**config.mk**
```make
export PLATFORM = sky130hd
export DESIGN_NAME = nco_sweep_ctrl
export DESIGN_NICKNAME = d
export VERILOG_FILES = /design/src/rtl/nco_sweep_pkg.sv /design/src/rtl/nco_sweep_step.sv /design/src/rtl/nco_sweep_ctrl.sv
export SDC_FILE = /design/constraint.sdc
export NUM_CORES = 1
export LEC_CHECK = 0
export CORE_UTILIZATION = 60
export CTS_CLUSTER_DIAMETER = 60
export DETAILED_ROUTE_END_ITERATION = 8
export HOLD_SLACK_MARGIN = 0.12
export MAX_ROUTING_LAYER = met4
export PLACE_DENSITY = 0.83
export SKIP_CTS_REPAIR_TIMING = 1
export SYNTH_ARGS = -nofsm -noshare
export SYNTH_HDL_FRONTEND = slang
export SYNTH_HIERARCHICAL = 1
export SYNTH_SLANG_ARGS = --single-unit
```
**constraint.sdc**
```tcl
create_clock -name clock -period 8.35 [get_ports clock]
set_input_delay 1.67 -clock clock [delete_from_list [all_inputs] [get_ports clock]]
set_output_delay 1.67 -clock clock [all_outputs]
set_load 0.03 [all_outputs]
```
**src/rtl/nco_sweep_pkg.sv**
```systemverilog
// Shared encodings for the NCO frequency-sweep sequencer.
package nco_sweep_pkg;

  localparam int FTW_W_DEF = 28;

  localparam logic [1:0] MODE_SINGLE   = 2'd0;
  localparam logic [1:0] MODE_REPEAT   = 2'd1;
  localparam logic [1:0] MODE_TRIANGLE = 2'd2;

  typedef enum logic [1:0] {
    ST_IDLE  = 2'd0,
    ST_DWELL = 2'd1,
    ST_ENDPT = 2'd2
  } state_t;

endpackage

```
**src/rtl/nco_sweep_step.sv**
```systemverilog
// One sweep step toward a stop FTW: saturating add/sub that clamps at stop.
module nco_sweep_step
  import nco_sweep_pkg::*;
#(
  parameter int FTW_W = FTW_W_DEF
) (
  input  logic [FTW_W-1:0] cur,
  input  logic [FTW_W-1:0] step,
  input  logic [FTW_W-1:0] stop,
  input  logic             dir_up,
  output logic [FTW_W-1:0] nxt,
  output logic             at_end
);

  logic [FTW_W:0] sum;
  logic [FTW_W:0] diff;

  always_comb begin
    sum  = {1'b0, cur} + {1'b0, step};
    diff = {1'b0, cur} - {1'b0, step};
    // Carry-out / borrow-out means we ran past the stop value as well.
    if (dir_up) at_end = (sum >= {1'b0, stop});
    else        at_end = diff[FTW_W] || (diff[FTW_W-1:0] <= stop);
    if (at_end)      nxt = stop;
    else if (dir_up) nxt = sum[FTW_W-1:0];
    else             nxt = diff[FTW_W-1:0];
  end

endmodule

```
**src/rtl/nco_sweep_ctrl.sv**
```systemverilog
// Linear chirp sequencer driving the phase_acc tuning word (single/repeat/triangle).
// Define NCO_SWEEP_COUNT_EN to add the saturating sweep_count pass counter output.
module nco_sweep_ctrl
  import nco_sweep_pkg::*;
#(
  parameter int FTW_W   = FTW_W_DEF,
  parameter int DWELL_W = 16
) (
  input  logic               clock,
  input  logic               reset,
  input  logic               start,
  input  logic               abort,
  input  logic [1:0]         mode,
  input  logic [FTW_W-1:0]   ftw_start,
  input  logic [FTW_W-1:0]   ftw_stop,
  input  logic [FTW_W-1:0]   ftw_step,
  input  logic [DWELL_W-1:0] dwell,
  output logic [FTW_W-1:0]   nco_set,
  output logic               busy,
`ifdef NCO_SWEEP_COUNT_EN
  output logic [15:0]        sweep_count,
`endif
  output logic               done
);

  state_t               state, state_nxt;
  logic [FTW_W-1:0]     sh_start, sh_stop, sh_step;
  logic [FTW_W-1:0]     sh_start_nxt, sh_stop_nxt, sh_step_nxt;
  logic [DWELL_W-1:0]   sh_dwell, sh_dwell_nxt, cnt, cnt_nxt;
  logic [1:0]           sh_mode, sh_mode_nxt;
  logic                 dir_up, dir_up_nxt, degen, degen_nxt;
  logic [FTW_W-1:0]     nco_nxt;
  logic                 busy_nxt, done_nxt;
  logic                 accept, endpt_fin;
  logic                 turn;
  logic [FTW_W-1:0]     step_nxt;
  logic                 step_at_end;

  // At a triangle turnaround the step is taken toward the old start, so the
  // endpoint value is not emitted twice.
  assign turn = (state == ST_ENDPT);

  nco_sweep_step #(.FTW_W(FTW_W)) u_step (
    .cur    (nco_set),
    .step   (sh_step),
    .stop   (turn ? sh_start : sh_stop),
    .dir_up (turn ? ~dir_up : dir_up),
    .nxt    (step_nxt),
    .at_end (step_at_end)
  );

  always_comb begin
    state_nxt    = state;
    sh_start_nxt = sh_start;
    sh_stop_nxt  = sh_stop;
    sh_step_nxt  = sh_step;
    sh_dwell_nxt = sh_dwell;
    sh_mode_nxt  = sh_mode;
    dir_up_nxt   = dir_up;
    degen_nxt    = degen;
    cnt_nxt      = cnt;
    nco_nxt      = nco_set;
    busy_nxt     = busy;
    done_nxt     = 1'b0;
    accept       = 1'b0;
    endpt_fin    = 1'b0;
    if (state != ST_IDLE && abort) begin
      state_nxt = ST_IDLE;
      busy_nxt  = 1'b0;
    end else begin
      case (state)
        ST_IDLE: begin
          if (start && !abort) begin
            accept       = 1'b1;
            sh_start_nxt = ftw_start;
            sh_stop_nxt  = ftw_stop;
            sh_step_nxt  = ftw_step;
            sh_dwell_nxt = dwell;
            sh_mode_nxt  = mode;
            dir_up_nxt   = (ftw_stop >= ftw_start);
            degen_nxt    = (ftw_start == ftw_stop) || (ftw_step == '0);
            nco_nxt      = ftw_start;
            busy_nxt     = 1'b1;
            cnt_nxt      = dwell;
            state_nxt    = ((ftw_start == ftw_stop) || (ftw_step == '0)) ? ST_ENDPT : ST_DWELL;
          end
        end
        ST_DWELL: begin
          if (cnt != '0) begin
            cnt_nxt = cnt - DWELL_W'(1);
          end else begin
            nco_nxt = step_nxt;
            cnt_nxt = sh_dwell;
            if (step_at_end) state_nxt = ST_ENDPT;
          end
        end
        ST_ENDPT: begin
          if (cnt != '0) begin
            cnt_nxt = cnt - DWELL_W'(1);
          end else begin
            endpt_fin = 1'b1;
            cnt_nxt   = sh_dwell;
            case (sh_mode)
              MODE_REPEAT: begin
                nco_nxt   = sh_start;
                state_nxt = degen ? ST_ENDPT : ST_DWELL;
              end
              MODE_TRIANGLE: begin
                sh_start_nxt = sh_stop;
                sh_stop_nxt  = sh_start;
                dir_up_nxt   = ~dir_up;
                nco_nxt      = step_nxt;
                state_nxt    = (step_at_end || degen) ? ST_ENDPT : ST_DWELL;
              end
              default: begin
                done_nxt  = 1'b1;
                busy_nxt  = 1'b0;
                state_nxt = ST_IDLE;
              end
            endcase
          end
        end
        default: begin
          state_nxt = ST_IDLE;
          busy_nxt  = 1'b0;
        end
      endcase
    end
  end

  always_ff @(posedge clock) begin
    if (reset) begin
      state    <= ST_IDLE;
      sh_start <= '0;
      sh_stop  <= '0;
      sh_step  <= '0;
      sh_dwell <= '0;
      sh_mode  <= '0;
      dir_up   <= 1'b0;
      degen    <= 1'b0;
      cnt      <= '0;
      nco_set  <= '0;
      busy     <= 1'b0;
      done     <= 1'b0;
    end else begin
      state    <= state_nxt;
      sh_start <= sh_start_nxt;
      sh_stop  <= sh_stop_nxt;
      sh_step  <= sh_step_nxt;
      sh_dwell <= sh_dwell_nxt;
      sh_mode  <= sh_mode_nxt;
      dir_up   <= dir_up_nxt;
      degen    <= degen_nxt;
      cnt      <= cnt_nxt;
      nco_set  <= nco_nxt;
      busy     <= busy_nxt;
      done     <= done_nxt;
    end
  end

`ifdef NCO_SWEEP_COUNT_EN
  always_ff @(posedge clock) begin
    if (reset)                                sweep_count <= '0;
    else if (accept)                          sweep_count <= '0;
    else if (endpt_fin && sweep_count != '1)  sweep_count <= sweep_count + 16'd1;
  end
`endif

endmodule

```
==> flow_metrics.tcl, run 1 <==
set metrics [dict create \
    cts_buffer_depth 2 \
    r2r_start "nco_set[4]" \
    nFillCells 1793 \
    power_density_nw_per_um2 359 \
    peakVddDrop_mv 0.355 \
    wl_per_cell_microns 19.9 \
    worstPathCellList "ha_1, a21oi_1, nor3b_1, a211oi_1, nor3_1, o31a_1, o221ai_1, a21oi_1, xnor2_1, ha_1, nand4_1, nor2_1, a2111oi_0, a2111oi_0, nor3_1, a21oi_1, a32oi_2, buf_4, o21ai_0, a22oi_1, nand2_1, o211ai_1, a21oi_1" \
    synth.top_cell.area_share_pct 22.6 \
    hold_viol 0 \
    grt_pass1_wl_microns 64100 \
    grt_max_degree 105 \
    worst_slew_pin_slew_ps 1350 \
    crit_buf_inv 1 \
    insertion_delay_ps 430 \
    insertedDiodeCount 0 \
    synth_seq_cells 152 \
    crit_type "reg2reg" \
    synthesis.area_sq_um 13500 \
    yosysSeqAreaShare_pct 22.6 \
    synth_top_family_by_area "compound AO/OA/AOI/OAI gates" \
    dieWidth_microns 152 \
    synthArstFlopShare_pct 0 \
    start_util_pct 61.5 \
    yosysMostFrequentCell "nand2_1" \
    dp_hpwl_microns 31800 \
    r2r.worst_path.cells 23 \
    dp_cells 2064 \
    rr_endpoint "nco_set[6]" \
    grt_usage_pct 37.4 \
    clock-sinks 152 \
    wirelength_microns 41700 \
    viasPerCell 6.23 \
    syn_nets 2005 \
    synth_mux_area_share_pct 8.22 \
    start_kind "flip-flop" \
    synthFlopType "dfxtp_1" \
    yosysTopAreaCell "dfxtp_1" \
    synthTopCellsByCount "nand2_1 (221), a21oi_1 (185), dfxtp_1 (152)" \
    drc 0 \
    path_max_fanout 58 \
    dr.pass1.iters 6 \
    drt-initial-drc-count 941 \
    place.gp.congestion 0.972 \
    synth-xor-area-share_pct 4.16 \
    synth-simple-area-share_pct 17.3 \
    drive_gt1_share_pct 6.88 \
    num_vias 13100 \
    synth.avg_cell_area_sq_um 7.70 \
    core_area_sq_um 21900 \
    cts_max_level 4 \
    fin_cells 2096 \
    rrSetupSlack_ps 2060 \
    hold_start "sh_dwell[9]" \
    p_leak_nw 5.90 \
    ys_warn_count 6 \
    synthCells 1749 \
    ys_top_cells_by_area "dfxtp_1 (23%), ha_1 (14%), a21oi_1 (6.9%)" \
    grt_pass1_vias 12200 \
    max_cap_viol_count 0 \
    skew_ps 16.1 \
    status "finished clean" \
    syn_to_final_growth_pct 14.2 \
    fp.dieH_microns 152 \
    synth-compound-area-share_pct 26.2 \
    gr-total-overflow 0 \
    cp_data_arrival_time_ps 6550 \
    crit_family "compound AO/OA/AOI/OAI gates" \
    clk_pin_slew_ps 80 \
    rsz0062_at_grt "false" \
    fmax_mhz 159 \
    dieArea_sq_um 23000 \
    fp-row-count 54 \
    endpoint_kind "flip-flop" \
    ant_nets 0 \
    max_stage_delay_ps 540 \
    finalSetupTns_ps 0 \
    cts_tree "done" \
    final.min_clock_period_ps 6290 \
    io_buffers 135 \
    synth_fa_ha_area_share_pct 14.1 \
    antenna_found_initial 0 \
    ys_types 70 \
    crit_top_cell "a21oi_1" \
    setup_violations 0 \
    critical_path_required_ps 8610 \
    hold_path_depth 2 \
    io_pins 136 \
    slew_viol_final 0 \
    fin_crit_sh_pct 75.3 \
    hp-class "reg2reg" \
    slowest_stage "nor3_1" \
    cts_inserted_buffers 17 \
    clockRootBuffer "clkbuf_16" \
    synth-edff-count 0 \
    design.final.nets 2059 \
    maxSlewHeadroom_pct 9.71 \
    min_to "sh_dwell[9]" \
]
[registers in the layout (all words and copies together), names as in the netlist, 2 cells and up]
signal / count
cnt: 16
sh_mode: 2
sh_start: 28
state: 2
sh_stop: 28
sh_dwell: 16
nco_set: 28
sh_step: 28
[cell families after synthesis]
logic type	Yosys count
xor+xnor	64
simple gates	518
mux	107
compound gates	517
fa+ha+maj	150
buf+inv	241
flops	152
[cell usage in the layout, fill, tap and decap left out, drive strengths merged, types with 42 or more instances in the layout]
cell           instances
clkdlybuf4s50        134
nor2                 137
a211oi                78
ha                   148
o211ai                42
mux2i                 78
xnor2                 60
nand2                221
a21oi                187
dfxtp                152
inv                  138
o21ai                 74
[where the power goes]
part | internal (mW) | switching (mW)
Sequential | 0.877 | 0.177
Combinational | 1.42 | 2.23
Clock | 0.445 | 0.374
[stage by stage]
stage	setup slack (ps)	utilization [%]	power [mW]	hold WS [ps]	cell area, sq um
4_1_cts	2220	70.3	5.45	457	15400
3_5_place_dp	2290	67.5	4.61	446	14800
6_report	2060	70.3	5.52	456	15400
3_3_place_gp	2280	67.5	4.57	440	14800
5_1_grt	1650	70.3	5.91	467	15400
2_1_floorplan	3290	-	3.73	433	13500
[routing by layer]
metal	vias up	GRT usage, %	part of all wire (%)
met2	445	64.7	50
met5	-	-	0
li1	6371	-	-
met1	6113	42.0	40
met3	133	4.52	4.2
met4	0	19.7	5.4
[worst max path at each step]
| stage | from | end | slack (ps) | cells past startpoint |
|---|---|---|---|---|
| finish | nco_set[4] | nco_set[6] | 2060 | 23 |
| CTS | nco_set[4] | state[1] | 2220 | 23 |
| floorplan | nco_set[0] | state[0] | 3290 | 26 |
| global route | nco_set[0] | nco_set[6] | 1650 | 25 |
| global placement | nco_set[4] | state[0] | 2280 | 23 |
| detailed placement | nco_set[4] | state[0] | 2290 | 23 |
[worst register-to-register path: stages, from the launching register on]
cell       delay (ps)
dfxtp_1           460
ha_1              360
a21oi_1           390
nor3b_1           300
a211oi_1          210
nor3_1            540
o31a_1            260
o221ai_1          180
a21oi_1           210
xnor2_1           170
ha_1              280
nand4_1           140
nor2_1             70
a2111oi_0         460
a2111oi_0         220
nor3_1            200
a21oi_1           110
a32oi_2           180
buf_4             490
o21ai_0           210
a22oi_1           190
nand2_1            70
o211ai_1          280
a21oi_1           140
[area by class of cell]
type	instances	area [sq um]	area share [%]
Sequential cell	152	3040	19.8
Timing Repair Buffer	145	1420	9.26
Multi-Input combinational cell	1356	9470	61.6
Clock buffer	19	453	2.94
Clock inverter	13	149	0.968
Tap cell	280	350	2.28
Inverter	131	492	3.20
Power figures use the tool's default switching activity.
==> run 2, diff against run 1 <==
--- a/config.mk
+++ b/config.mk
@@ -5,12 +5,12 @@
 export SDC_FILE = /design/constraint.sdc
 export NUM_CORES = 1
 export LEC_CHECK = 0
-export CORE_UTILIZATION = 60
+export CORE_UTILIZATION = 59
 export CTS_CLUSTER_DIAMETER = 60
 export DETAILED_ROUTE_END_ITERATION = 8
 export HOLD_SLACK_MARGIN = 0.12
 export MAX_ROUTING_LAYER = met4
-export PLACE_DENSITY = 0.83
+export PLACE_DENSITY = 0.82
 export SKIP_CTS_REPAIR_TIMING = 1
 export SYNTH_ARGS = -nofsm -noshare
 export SYNTH_HDL_FRONTEND = slang
==> constraint.sdc (replaced) <==
create_clock -name clock -period 6.1 [get_ports clock]
set_input_delay 1.22 -clock clock [delete_from_list [all_inputs] [get_ports clock]]
set_output_delay 1.22 -clock clock [all_outputs]
set_load 0.03 [all_outputs]
==> flow_metrics.tcl, run 2 (same netlist as run 1, synthesis figures left out) <==
set metrics [dict create \
    max_stage_delay_ps 470 \
    fin_area_sq_um 15500 \
    finalSetupTns_ps 0 \
    fin_util_pct 70.3 \
    place.gp.congestion 1.06 \
    status "finished clean" \
    fmax_mhz 174 \
    io_pins 136 \
    peakVddDrop_mv 0.424 \
    mostFrequentLayoutCells "nand2_1 (221), a21oi_1 (184), dfxtp_1 (152)" \
    design.final.nets 2071 \
    fp.dieH_microns 153 \
    insertion_delay_ps 440 \
    dpl_worst_slack_ps 391 \
    cts_inserted_buffers 17 \
    final.min_clock_period_ps 5760 \
    grt_use_met1_pct 40.2 \
    fin_cells 2107 \
    dieArea_sq_um 23400 \
    dp_cells 2076 \
    p_leak_nw 5.96 \
    clockRootBuffer "clkbuf_16" \
    worstPathCellList "inv_1, ha_1, inv_1, a2111oi_0, o211ai_1, a211oi_2, o221ai_1, a221o_1, xnor2_1, ha_1, and4_1, nand4_1, nor3_1, nand2_1, o311a_1, a32oi_2, buf_12, inv_1, a21oi_1, a22oi_1, or3_1, o21ai_0" \
    ant_nets 0 \
    slew_viol_final 0 \
    grt_use_met2_pct 63.2 \
    worst_slew_pin_slew_ps 1080 \
    io_buffers 135 \
    start_kind "flip-flop" \
    critical_path_required_ps 6470 \
    crit_type "reg2reg" \
    cts_max_level 4 \
    clk_pin_slew_ps 70 \
    wl_per_cell_microns 19.6 \
    place_area_sq_um 14900 \
    hp-class "reg2reg" \
    max_cap_viol_count 0 \
    crit_buf_inv 4 \
    dr.pass1.iters 6 \
    endpoint_kind "flip-flop" \
    drive_gt1_share_pct 7.61 \
    crit_family "compound AO/OA/AOI/OAI gates" \
    fp-row-count 54 \
    setup_violations 0 \
    fin_crit_sh_pct 94.4 \
    slowest_stage "a211oi_2" \
    hold_viol 0 \
    start_util_pct 60.9 \
    syn_to_final_growth_pct 15.3 \
    grt_pass1_wl_microns 65400 \
    gr-total-overflow 0 \
    cts_tree "done" \
    num_vias 13300 \
    cp_data_arrival_time_ps 6130 \
    cts_buffer_depth 2 \
    drt-initial-drc-count 1135 \
    grt_usage_pct 36.2 \
    rsz0062_at_grt "false" \
    holdWs_ps 456 \
    viasPerCell 6.32 \
    power_density_nw_per_um2 489 \
    insertedDiodeCount 0 \
    core_area_sq_um 22100 \
    drc 0 \
    power_mw 7.59 \
    setup_slack_ps 344 \
    dieWidth_microns 153 \
    maxSlewHeadroom_pct 28.2 \
    skew_ps 19.0 \
    antenna_found_initial 0 \
    crit_top_cell "inv_1" \
    grt_max_degree 93 \
    met3_usage_pct 3.71 \
    path_max_fanout 58 \
    wirelength_microns 41400 \
    dp_hpwl_microns 31600 \
    grt_pass1_vias 12700 \
    clock-sinks 152 \
    grt.busiest_layer "met2" \
    final_common_cell "nand2_1" \
]
==> run 2: area by class of cell <==
| class | count | area [sq um] |
|---|---|---|
| Clock buffer | 18 | 439 |
| Timing Repair Buffer | 157 | 1550 |
| Tap cell | 280 | 350 |
| Sequential cell | 152 | 3040 |
| Fill cell | 1878 | 6570 |
| Multi-Input combinational cell | 1356 | 9500 |
| Clock inverter | 13 | 156 |
| Inverter | 131 | 492 |
==> run 2: final timing paths <==
check / from / end / slack, ps / depth (start not counted)
min: sh_dwell[10] / sh_dwell[10] / 460 / 2
max reg2reg: sh_step[7] / state[0] / 340 / 22
max: sh_step[7] / state[0] / 340 / 22
min reg2reg: sh_dwell[10] / sh_dwell[10] / 460 / 2
==> run 2: metal layers <==
layer  vias up  part of all wire [%]
li1       6402                     -
met1      6208                    40
met2       548                    49
met3       149                   5.2
met4         0                   6.1
met5         -                     0
==> run 2: power by group <==
| group | switching, mW | leakage, nW | internal, mW | total, mW |
|---|---|---|---|---|
| registers | 0.232 | 1.25 | 1.20 | 1.43 |
| logic | 3.03 | 4.42 | 2.01 | 5.04 |
| clock network | 0.488 | 0.292 | 0.625 | 1.11 |
==> run 2: worst reg2reg max path, delay by kind of cell, from the launching register on <==
kind / cells / cell delay [ps]
AOI/OAI and AO/OA: 10 / 2690
xor gates and xnor gates: 1 / 140
adders and majority gates: 2 / 720
buffers and inverters: 4 / 590
DFF: 1 / 340
and+or+nand+nor: 5 / 1220
==> run 3, diff against run 2 <==
--- a/config.mk
+++ b/config.mk
@@ -14,5 +14,4 @@
 export SKIP_CTS_REPAIR_TIMING = 1
 export SYNTH_ARGS = -nofsm -noshare
 export SYNTH_HDL_FRONTEND = slang
-export SYNTH_HIERARCHICAL = 1
 export SYNTH_SLANG_ARGS = --single-unit
==> flow_metrics.tcl, run 3 <==
set metrics [dict create \
    io_pins 136 \
    synthesis.area_sq_um 13400 \
    place_area_sq_um 14900 \
    slew_viol_final 0 \
    peakVddDrop_mv 0.428 \
    grt_max_degree 96 \
    status "complete, but fails checks" \
    viasPerCell 6.35 \
    dp_cells 2044 \
    skew_ps 21.5 \
    violations "design-rule violations" \
    grt_pass1_vias 12800 \
    final_common_cell "nand2_1" \
    hold_start "sh_dwell[11]" \
    synthTopCellsByCount "nand2_1 (176), nor2_1 (161), dfxtp_1 (152)" \
    fmax_mhz 176 \
    max_stage_delay_ps 620 \
    yosysMostFrequentCell "nand2_1" \
    hp-class "reg2reg" \
    synth_top_family_by_area "compound AO/OA/AOI/OAI gates" \
    start_util_pct 60.9 \
    gr-total-overflow 0 \
    ys_top_cells_by_area "dfxtp_1 (23%), ha_1 (14%), mux2i_1 (9.6%)" \
    drive_gt1_share_pct 6.56 \
    cp_data_arrival_time_ps 6030 \
    cts_max_level 4 \
    regArea_sq_um 3040 \
    place.gp.congestion 1.05 \
    worstPathCellList "ha_1, nand4_1, a2111oi_0, o21ai_0, nand3_1, nand3_1, o21ai_0, nor2_1, xnor2_1, ha_1, nand4_1, nor4_2, nand3_1, o21ai_0, o21ai_0, o32ai_4, buf_12, buf_12, mux2i_1, a221oi_1, nor4_1" \
    antenna_found_initial 0 \
    synthCells 1711 \
    hold_viol 0 \
    fin_crit_sh_pct 93.2 \
    synth.avg_cell_area_sq_um 7.84 \
    fp-row-count 54 \
    start_kind "flip-flop" \
    cts_tree "done" \
    cp.depth 21 \
    synth_mux_area_share_pct 9.89 \
    synth-xor-area-share_pct 4.69 \
    synth-simple-area-share_pct 19.2 \
    synth-edff-count 0 \
    wl_per_cell_microns 20.9 \
    power_mw 8.81 \
    core_area_sq_um 22000 \
    synth.top_cell.area_share_pct 22.7 \
    dieArea_sq_um 23300 \
    insertedDiodeCount 0 \
    clockRootBuffer "clkbuf_16" \
    critical_path_required_ps 6450 \
    mostFrequentLayoutCells "nand2_1 (176), nor2_1 (160), dfxtp_1 (152)" \
    min_to "sh_dwell[11]" \
    cts_buffer_depth 2 \
    synthFlopType "dfxtp_1" \
    multi_input_area_sq_um 9550 \
    rr_endpoint "nco_set[7]" \
    path_max_fanout 22 \
    maxSlewHeadroom_pct 23.8 \
    yosysSeqAreaShare_pct 22.7 \
    dieWidth_microns 153 \
    cts_inserted_buffers 17 \
    crit_buf_inv 2 \
    r2r_start "nco_set[14]" \
    rsz0062_at_grt "false" \
    design.final.nets 2043 \
    syn_nets 1967 \
    hold_path_depth 2 \
    max_cap_viol_count 0 \
    fin_cells 2080 \
    ant_nets 0 \
    clock-sinks 152 \
    grt_pass1_wl_microns 68400 \
    rrSetupSlack_ps 420 \
    r2r.worst_path.cells 21 \
    crit_top_cell "o21ai_0" \
    p_leak_nw 6.01 \
    dr.pass1.iters 9 \
    num_vias 13200 \
    crit_type "reg2reg" \
    insertion_delay_ps 450 \
    ys_warn_count 0 \
    dp_hpwl_microns 32300 \
    grt_usage_pct 38.3 \
    endpoint_kind "flip-flop" \
    nFillCells 1822 \
    synth-compound-area-share_pct 22.8 \
    finalSetupTns_ps 0 \
    drt-initial-drc-count 1137 \
    yosysTopAreaCell "dfxtp_1" \
    wirelength_microns 43500 \
    synth_fa_ha_area_share_pct 14.1 \
    clk_pin_slew_ps 70 \
    synth_seq_cells 152 \
    synthArstFlopShare_pct 0 \
    setup_violations 0 \
    io_buffers 135 \
    power_density_nw_per_um2 567 \
    fp.dieH_microns 153 \
    syn_to_final_growth_pct 15.8 \
    fin_area_sq_um 15500 \
    worst_slew_pin_slew_ps 1140 \
    final.min_clock_period_ps 5680 \
    slowest_stage "ha_1" \
    ys_types 97 \
    crit_family "compound AO/OA/AOI/OAI gates" \
    drc 4 \
]
## run 3: changes by cell type after synthesis, moves of 24 or more
cell and change:
a211oi_1 +37, a21oi_1 -35, a211oi_2 -30, mux2i_1 +50, mux2_2 -25, inv_1 -38, a22oi_1 -27, nand2_1 -45
nor2_1 +24
## run 3: cell type report
cell class / instances / share of cell area, %
Multi-Input combinational cell: 1355 / 61.5
Inverter: 95 / 2.30
Sequential cell: 152 / 19.6
Timing Repair Buffer: 166 / 10.4
Clock buffer: 17 / 2.74
Clock inverter: 15 / 1.14
Tap cell: 280 / 2.26
## run 3: metal layers
metal / track usage [%] / share of wire, %
met5: - / 0
met4: 15.1 / 3.5
met3: 9.04 / 9.0
met2: 59.7 / 45
met1: 47.6 / 42
## run 3: worst min-delay path, stage by stage, from the launching register on
cell and delay, ps:
dfxtp_1 310, nand2_1 50, a21oi_1 50
## run 3: how the worst max path moves through the flow
stage	startpoint	endpoint	slack (ps)
floorplan	nco_set[0]	nco_set[27]	1500
global placement	nco_set[18]	nco_set[6]	250
detailed placement	sh_step[18]	nco_set[7]	100
CTS	sh_step[18]	nco_set[7]	70
global route	nco_set[14]	nco_set[7]	110
finish	nco_set[14]	nco_set[7]	420
## run 3: cell families (layout without fill, tap and decap cells)
| logic type | after synthesis | in the layout |
|---|---|---|
| flip-flops | 152 | 152 |
| multiplexers | 132 | 132 |
| XOR/XNOR | 71 | 71 |
| AO/OA/AOI/OAI | 455 | 455 |
| buffers and inverters | 204 | 293 |
| AND/OR/NAND/NOR | 547 | 547 |
| adder cells (fa/ha/maj) | 150 | 150 |
## run 3: power by group
part | switching, mW | internal (mW)
sequential | 0.290 | 1.24
clock | 0.549 | 0.553
combinational | 3.68 | 2.50
## run 3: per-stage QoR
stage	utilization, %	hold WS [ps]	worst slack, ps
after floorplan	-	433	1500
after CTS	70.3	459	72.8
after global routing	70.5	480	106
after global placement	67.5	441	249
final	70.5	457	417
after detailed placement	67.5	447	103
